===== src/rtl/layer_scheduler.sv =====
// Per-image, per-layer sequencer for the conv datapath: issues layer starts,
// meters width*height pixel words into the datapath FIFO and tracks pooled dims.
module layer_scheduler #(
    parameter int unsigned WIDTH     = 224,
    parameter int unsigned HEIGHT    = 224,
    parameter int unsigned NUM_IMG   = 1,
    parameter int unsigned NUM_LAYER = 13,
    parameter logic [15:0] POOL_MASK = 16'h124A
) (
    input  logic        clk,
    input  logic        resetn,
    input  logic        run,
    input  logic        src_valid,
    output logic        src_ready,
    output logic        src_sel,
    input  logic        fifo_full,
    output logic        fifo_wrreq,
    input  logic        layer_done,
    output logic        layer_start,
    output logic [3:0]  layer_idx,
    output logic [15:0] img_idx,
    output logic [15:0] cur_width,
    output logic [15:0] cur_height,
    output logic        busy,
    output logic        done
);
    typedef enum logic [2:0] {S_IDLE, S_START, S_FEED, S_WAIT, S_ADV, S_DONE} state_t;

    localparam logic [15:0] W0         = 16'(WIDTH);
    localparam logic [15:0] H0         = 16'(HEIGHT);
    localparam logic [3:0]  LAST_LAYER = 4'(NUM_LAYER);
    localparam logic [15:0] LAST_IMG   = 16'(NUM_IMG - 1);

    state_t      state_q, state_d;
    logic [3:0]  layer_q, layer_d;
    logic [15:0] img_q, img_d;
    logic [15:0] width_q, width_d;
    logic [15:0] height_q, height_d;
    logic [31:0] pix_cnt_q, pix_cnt_d;
    logic [31:0] npix_q, npix_d;
    logic        dlatch_q, dlatch_d;
    logic        src_sel_q, src_sel_d;
    logic        xfer;
    logic [31:0] dim_prod;

    assign dim_prod = {16'd0, width_q} * {16'd0, height_q};

    always_comb begin
        state_d   = state_q;
        layer_d   = layer_q;
        img_d     = img_q;
        width_d   = width_q;
        height_d  = height_q;
        pix_cnt_d = pix_cnt_q;
        npix_d    = npix_q;
        dlatch_d  = dlatch_q;
        xfer      = 1'b0;
        case (state_q)
            S_IDLE: begin
                if (run) begin
                    state_d  = S_START;
                    layer_d  = 4'd0;
                    img_d    = 16'd0;
                    width_d  = W0;
                    height_d = H0;
                end
            end
            S_START: begin
                pix_cnt_d = 32'd0;
                dlatch_d  = 1'b0;
                npix_d    = dim_prod;
                // An empty feature map has nothing to stream.
                state_d   = (dim_prod == 32'd0) ? S_WAIT : S_FEED;
            end
            S_FEED: begin
                xfer = src_valid & ~fifo_full & (pix_cnt_q < npix_q);
                if (xfer) pix_cnt_d = pix_cnt_q + 32'd1;
                // Datapath may finish draining before the last word is metered in.
                if (layer_done) dlatch_d = 1'b1;
                if (pix_cnt_d == npix_q) state_d = S_WAIT;
            end
            S_WAIT: begin
                if (dlatch_q || layer_done) state_d = S_ADV;
            end
            S_ADV: begin
                if (POOL_MASK[layer_q]) begin
                    width_d  = width_q >> 1;
                    height_d = height_q >> 1;
                end
                if (layer_q < LAST_LAYER) begin
                    layer_d = layer_q + 4'd1;
                    state_d = S_START;
                end else if (img_q < LAST_IMG) begin
                    img_d    = img_q + 16'd1;
                    layer_d  = 4'd0;
                    width_d  = W0;
                    height_d = H0;
                    state_d  = S_START;
                end else begin
                    state_d = S_DONE;
                end
            end
            S_DONE:  state_d = S_IDLE;
            default: state_d = S_IDLE;
        endcase
        src_sel_d = (layer_d != 4'd0);
    end

    always_ff @(posedge clk or negedge resetn) begin
        if (!resetn) begin
            state_q   <= S_IDLE;
            layer_q   <= 4'd0;
            img_q     <= 16'd0;
            width_q   <= W0;
            height_q  <= H0;
            pix_cnt_q <= 32'd0;
            npix_q    <= 32'd0;
            dlatch_q  <= 1'b0;
            src_sel_q <= 1'b0;
        end else begin
            state_q   <= state_d;
            layer_q   <= layer_d;
            img_q     <= img_d;
            width_q   <= width_d;
            height_q  <= height_d;
            pix_cnt_q <= pix_cnt_d;
            npix_q    <= npix_d;
            dlatch_q  <= dlatch_d;
            src_sel_q <= src_sel_d;
        end
    end

    assign src_ready   = xfer;
    assign fifo_wrreq  = xfer;
    assign src_sel     = src_sel_q;
    assign layer_start = (state_q == S_START);
    assign layer_idx   = layer_q;
    assign img_idx     = img_q;
    assign cur_width   = width_q;
    assign cur_height  = height_q;
    assign busy        = (state_q != S_IDLE);
    assign done        = (state_q == S_DONE);
endmodule


===== config.mk =====
export PLATFORM = sky130hd
export DESIGN_NAME = layer_scheduler
export DESIGN_NICKNAME = d
export VERILOG_FILES = /design/src/rtl/layer_scheduler.sv
export SDC_FILE = /design/constraint.sdc
export NUM_CORES = 1
export LEC_CHECK = 0
export ABC_AREA = 1
export ABC_CLOCK_PERIOD_IN_PS = 14500
export CORE_UTILIZATION = 64
export DETAILED_ROUTE_END_ITERATION = 7
export PLACE_DENSITY = 0.88
export SYNTH_ARGS = -nofsm -noshare
export SYNTH_HDL_FRONTEND = slang
export SYNTH_SLANG_ARGS = --single-unit
export TNS_END_PERCENT = 5

===== constraint.sdc =====
create_clock -name clk -period 14.5 [get_ports clk]
set_input_delay 1.45 -clock clk [delete_from_list [all_inputs] [get_ports clk]]
set_output_delay 1.45 -clock clk [all_outputs]
set_load 0.005 [all_outputs]

Word level (Yosys, flattened, before mapping)

Memory sizes are Yosys's and may differ from the RTL's.
Cells that the tools add are included.

Bits in registers: 121
Bits in latches: 0
Bits in writable memories: 0
Bits in read-only memories: 16
Input port bits: 6
Output and inout bits: 58
Logic and storage cells: 75
Memories kept: 1

$add $sub $neg: 3
Multipliers: 1
Divide/modulo/power cells: 0
Order comparisons: 4
Eq/ne operators: 12
Shift operators: 0
Multiplexer cells: 31
Bitwise logic cells: 3
Reductions and logical operators: 11

Memory list:

| name             | depth | width | read ports | clocked after memory_dff | wr ports | line | RTL |
|---|---|---|---|---|---|---|---|
| (name not given) | 16    | 1     | 1          | 0                        | 0        | 86   | `if (POOL_MASK[layer_q]) begin` |

Operators by type and width:

| cell                  | number |
|---|---|
| $mux 16               | 10 |
| $pmux 16 s2           | 3 |
| $mux 32               | 2 |
| $pmux 32 s2           | 1 |
| $add 32x1->32 const B | 1 |
| $eq 32x32->1          | 1 |
| $logic_not 32->1      | 1 |
| $lt 32x32->1          | 1 |
| $mul 16x16->32        | 1 |
| $add 16x1->16 const B | 1 |
| $lt 16x1->1 const B   | 1 |
| $mux 3                | 5 |
| $pmux 3 s5            | 1 |
| $mux 4                | 3 |
| $ne 2x2->1 const B    | 6 |
| $pmux 4 s2            | 1 |
| $eq 3x2->1 const B    | 2 |
| $eq 3x3->1 const B    | 2 |
| $lt 4x5->1 const B    | 1 |
| $add 4x1->4 const B   | 1 |
| $lt 4x4->1 const B    | 1 |
| $mux 1                | 4 |
| $reduce_and 2->1      | 2 |
| $reduce_and 4->1      | 1 |
| 10 further kinds      | 12 |

Longest topological paths before layout

Word-level depth: 8
Depth in mapped cells: 28
Mapped depth without buffers: 27

Worst setup path before layout

OpenSTA, ideal clock, no wires.

Path kind: flip-flop to flip-flop
From: reg height_q[6] (netlist: cur_height[6])
To: reg state_q[0]
Setup time: 120 ps
Arrival: 5,142 ps
Data required time: 14,380 ps
Slack: 9,238 ps
Stages on the path, launching flop included: 25
Buffers on the path: 1
Period minus slack after synthesis: 5,262 ps
Cell sequence: dfstp_2 -> clkbuf_1 -> nand2_1 -> fa_1 -> inv_1 -> fa_1 -> ha_1 -> ha_1 -> inv_1 -> fa_1 -> fa_1 -> inv_1 -> ha_1 -> inv_1 -> o21bai_1 -> nand3_1 -> nand3_1 -> a31oi_1 -> o21ai_0 -> o21a_1 -> nor2_1 -> nand4_1 -> nand3_1 -> nand3_1 -> nand2_1

Word-level cells in the longest chain between the ends: 4

RTL lines:

| item                   | line | RTL |
|---|---|---|
| from (decl)            | 38   | `logic [15:0] height_q, height_d;` |
| from (signal assigned) | 125  | `height_q <= height_d;` |
| $mul 16x16->32         | 46   | `assign dim_prod = {16'd0, width_q} * {16'd0, height_q};` |
| $logic_not 32->1       | 73   | `state_d = (dim_prod == 32'd0) ? S_WAIT : S_FEED;` |
| $mux 1                 | 73   |  |
| $pmux 3 s5             | 58   | `case (state_q)` |
| to (signal assigned)   | 121  | `state_q <= state_d;` |
| to (decl)              | 34   | `state_t state_q, state_d;` |

No other way between the ends.
A chain may end at the register's enable or synchronous reset.

Worst setup path after layout

Ends and elaborated chain as after synthesis.

==> qor.txt <==
Fin crit share: 37.7%
Max cap viols: 0
Leak: 3.73 nW
Initial antenna violation count: 0
Largest net degree at the start of global routing: 67
Worst EP arrival: 5700 ps
Run status: completed
Yosys reg bits: 66
CTS Buf Count: 9
N_diodes: 0
Htree depth: 3
Setup WS pre-CTS: 9120 ps
# resized after CTS: 0
Worst R2R End: state_q[0]
# setup viols final: 0
Post-CTS setup buffers: 0
I/O pins: 64
Post-synth cell types: 44
Bufs on Longest Clock Path: 2
Vias post-DR: 5583
Wire per inst: 13.7 um
Gpl congestion: 0.901
Slew headroom: 42.1%
Worst path setup slack after routing: 9040 ps
Starting DRT DRC Count: 331
Number of synthesis warnings: 0
Clock Sinks: 66
Die footprint: 0.0108 mm^2
Hold Path Stages: 1
Layout cells sized above 1: 4.86%
Clock Skews: 22.3 ps
Hold Path End: pix_cnt_q[31]
Post-CTS Hold Buffers: 0
Crit-path cells: nand2_1, fa_1, inv_1, fa_1, ha_1, ha_1, inv_1, fa_1, fa_1, inv_1, ha_1, inv_1, o21bai_1, nand3_1, nand3_1, a31oi_1, o21ai_0, o21a_1, nor2_1, nand4_1, nand3_1, nand3_1, nand2_1
Fmax: 183 MHz
Mapped Cells: 891
Startpoint class of the critical path: flip-flop
Vias in the first global route: 5383
Vias per std cell: 5.38
Flop2flop setup slack: 9040 ps
Worst reg2reg path startpoint: cur_height[6]
Input/output buffers: 31
Clk_lat worst skew: 370 ps
Core area: 0.00991 mm^2
Worst-path fanout max: 12
Nets: 1004
Gr ovfl total: 0
Hold path startpoint: pix_cnt_q[31]
Die width: 104 um
Clock slew at reported path FFs: 90 ps
TritonCTS clock tree: done
Maximum vdd ir drop: 68.0 uV
Max Slew Vio Count: 0
Chip Height: 104 um
DRC: 0
Final ANT Viol Nets: 0
Pwr Density: 110 mW/mm^2
Total power: 0.766 mW
CTS Root Cell: clkbuf_8
Period minus WS final: 5460 ps
Least-Margin Pin Slew: 868 ps
Total negative slack: 0 ps
RSZ-0062 raised after global routing: false
Initial Util: 66.9%
Slowest cell on crit path: dfstp_2
Fin. Hold Viols: 0
Sequential share of the synthesized area: 25.0%
Critical Path Max Stage Delay: 670 ps
Final wirelength: 14.2 mm
Avg Synthesized Cell Area: 7.44 um^2
R2R cell count: 23
Total GRT Usage: 26.9%
Initial DRT Pass Iterations: 5
Area growth syn-to-layout: 5.40%
Post-DP HPWL: 10.4 mm
Critical Path RT: 14740 ps
Synth Cell Area: 0.00663 mm^2
CP endpoint kind: flip-flop
Critical path class: reg -> reg
Hold Path Class: reg -> reg
Cell Rows: 36
First-pass GRT wire length: 23.7 mm
==> placed cells by master (no fill, tap or decap), drive strengths merged, types with 2 or more instances in the layout <==
cell and count:
a21o 2, a21oi 28, a22oi 2, a31oi 4, buf 3, clkbuf 9
clkdlybuf4s50 30, clkinv 2, conb 32, dfrtp 63, dfstp 3, fa 24
ha 74, inv 167, nand2 180, nand3 61, nand4 32, nor2 70
nor3 11, nor4 5, o21a 10, o21ai 35, o21bai 3, o22ai 17
xnor2 2, xor2 28
==> final cells by class <==
| type | instances | area [um^2] |
|---|---|---|
| well taps | 133 | 166 |
| flip-flops and latches | 66 | 1660 |
| clock inverters | 7 | 81.3 |
| repair buffers | 33 | 320 |
| clock buffers | 9 | 124 |
| inverters | 164 | 616 |
| fillers | 816 | 2920 |
| multi-input cells | 626 | 4030 |
==> kinds of logic (layout without fill, tap and decap cells) <==
logic type / Yosys count / after routing / share of synthesized area, %
compound gates: 104 / 104 / 9.17
other cells: 1 / 32 / 0.0566
buf+inv: 230 / 213 / 16.1
xor+xnor: 30 / 30 / 3.96
fa+ha+maj: 98 / 98 / 21.2
simple gates: 362 / 362 / 24.6
flops: 66 / 66 / 25.0
==> report_power, final <==
| group | leakage [nW] | total [mW] | switching [mW] | internal (mW) |
|---|---|---|---|---|
| registers | 0.889 | 0.238 | 0.0288 | 0.209 |
| clock network | 0.101 | 0.168 | 0.0858 | 0.0821 |
| logic | 2.74 | 0.360 | 0.246 | 0.114 |
| total | 3.73 | 0.766 | 0.361 | 0.405 |
==> through the flow <==
stage	hold slack, ps	cells	utilization, %	cell area [um^2]
after floorplan	458	922	-	6750
after global placement	468	1022	68.4	6780
after detailed placement	478	1022	68.4	6780
after CTS	499	1038	70.5	6990
after global routing	519	1038	70.5	6990
final	495	1038	70.5	6990
==> flip-flops by register name, summed over array words and instances (netlist names) <==
name	cells
npix_q	17
cur_height	7
state_q	3
dlatch_q	1
src_sel	1
cur_width	1
pix_cnt_q	32
layer_idx	4
==> synth_stat cells <==
cell	number	area share, %
buf_1	1	0.057
nand2_1	174	9.9
nor3_2	1	0.15
nand3_2	1	0.15
nor4_1	4	0.38
inv_1	160	9.1
a31o_2	1	0.13
buf_6	2	0.34
or2_2	1	0.094
o21bai_1	3	0.34
xnor2_1	2	0.26
or4_1	1	0.11
a22oi_1	2	0.23
ha_1	74	14
fa_1	24	7.2
nor2_4	4	0.68
dfrtp_1	63	24
buf_12	1	0.30
a21o_1	2	0.23
nor2_2	1	0.094
buf_4	45	5.1
nand3_4	1	0.26
o21ai_0	35	2.6
nor2_1	65	3.7
a21oi_2	2	0.26
dfstp_2	3	1.2
nor4_2	1	0.19
o21a_1	10	1.1
conb_1	1	0.057
nand2_2	6	0.57
nor3b_1	1	0.11
nor3_1	10	0.75
nand4_1	32	3.0
clkinv_1	1	0.057
buf_2	2	0.15
nand3_1	59	4.5
a21oi_1	26	2.0
a31oi_1	4	0.38
a22o_1	1	0.13
o22ai_1	17	1.6
o2111ai_1	1	0.13
xor2_1	28	3.7
inv_2	3	0.17
clkbuf_1	15	0.85
==> routing by layer <==
| metal | routed length [um] | part of all wire, % | up-vias | global-route usage, % |
|---|---|---|---|---|
| met4 | 227 | 1.6 | 0 | 8.06 |
| met5 | 0 | 0 | - | 0 |
| met1 | 6170 | 43 | 2582 | 32.7 |
| met2 | 7000 | 49 | 170 | 48.1 |
| met3 | 823 | 5.8 | 25 | 5.41 |
| li1 | - | - | 2806 | - |
==> how the worst max path moves through the flow <==
stage / start / to / slack [ps] / depth (start not counted)
2_1_floorplan: cur_height[6] / state_q[0] / 9240 / 24
3_3_place_gp: cur_height[6] / state_q[0] / 9240 / 23
3_5_place_dp: cur_height[6] / state_q[0] / 9120 / 23
4_1_cts: cur_height[6] / state_q[0] / 9050 / 23
5_1_grt: cur_height[6] / state_q[0] / 8650 / 23
6_report: cur_height[6] / state_q[0] / 9040 / 23
==> worst max-delay path, delay by kind of cell, from the launching register on <==
family                     cells  cell delay [ps]
adders and majority gates      7             2950
AOI/OAI and AO/OA              4              770
buffers and inverters          4              220
DFF                            1              670
and+or+nand+nor                8              720
(Power assumes the default switching activity.)
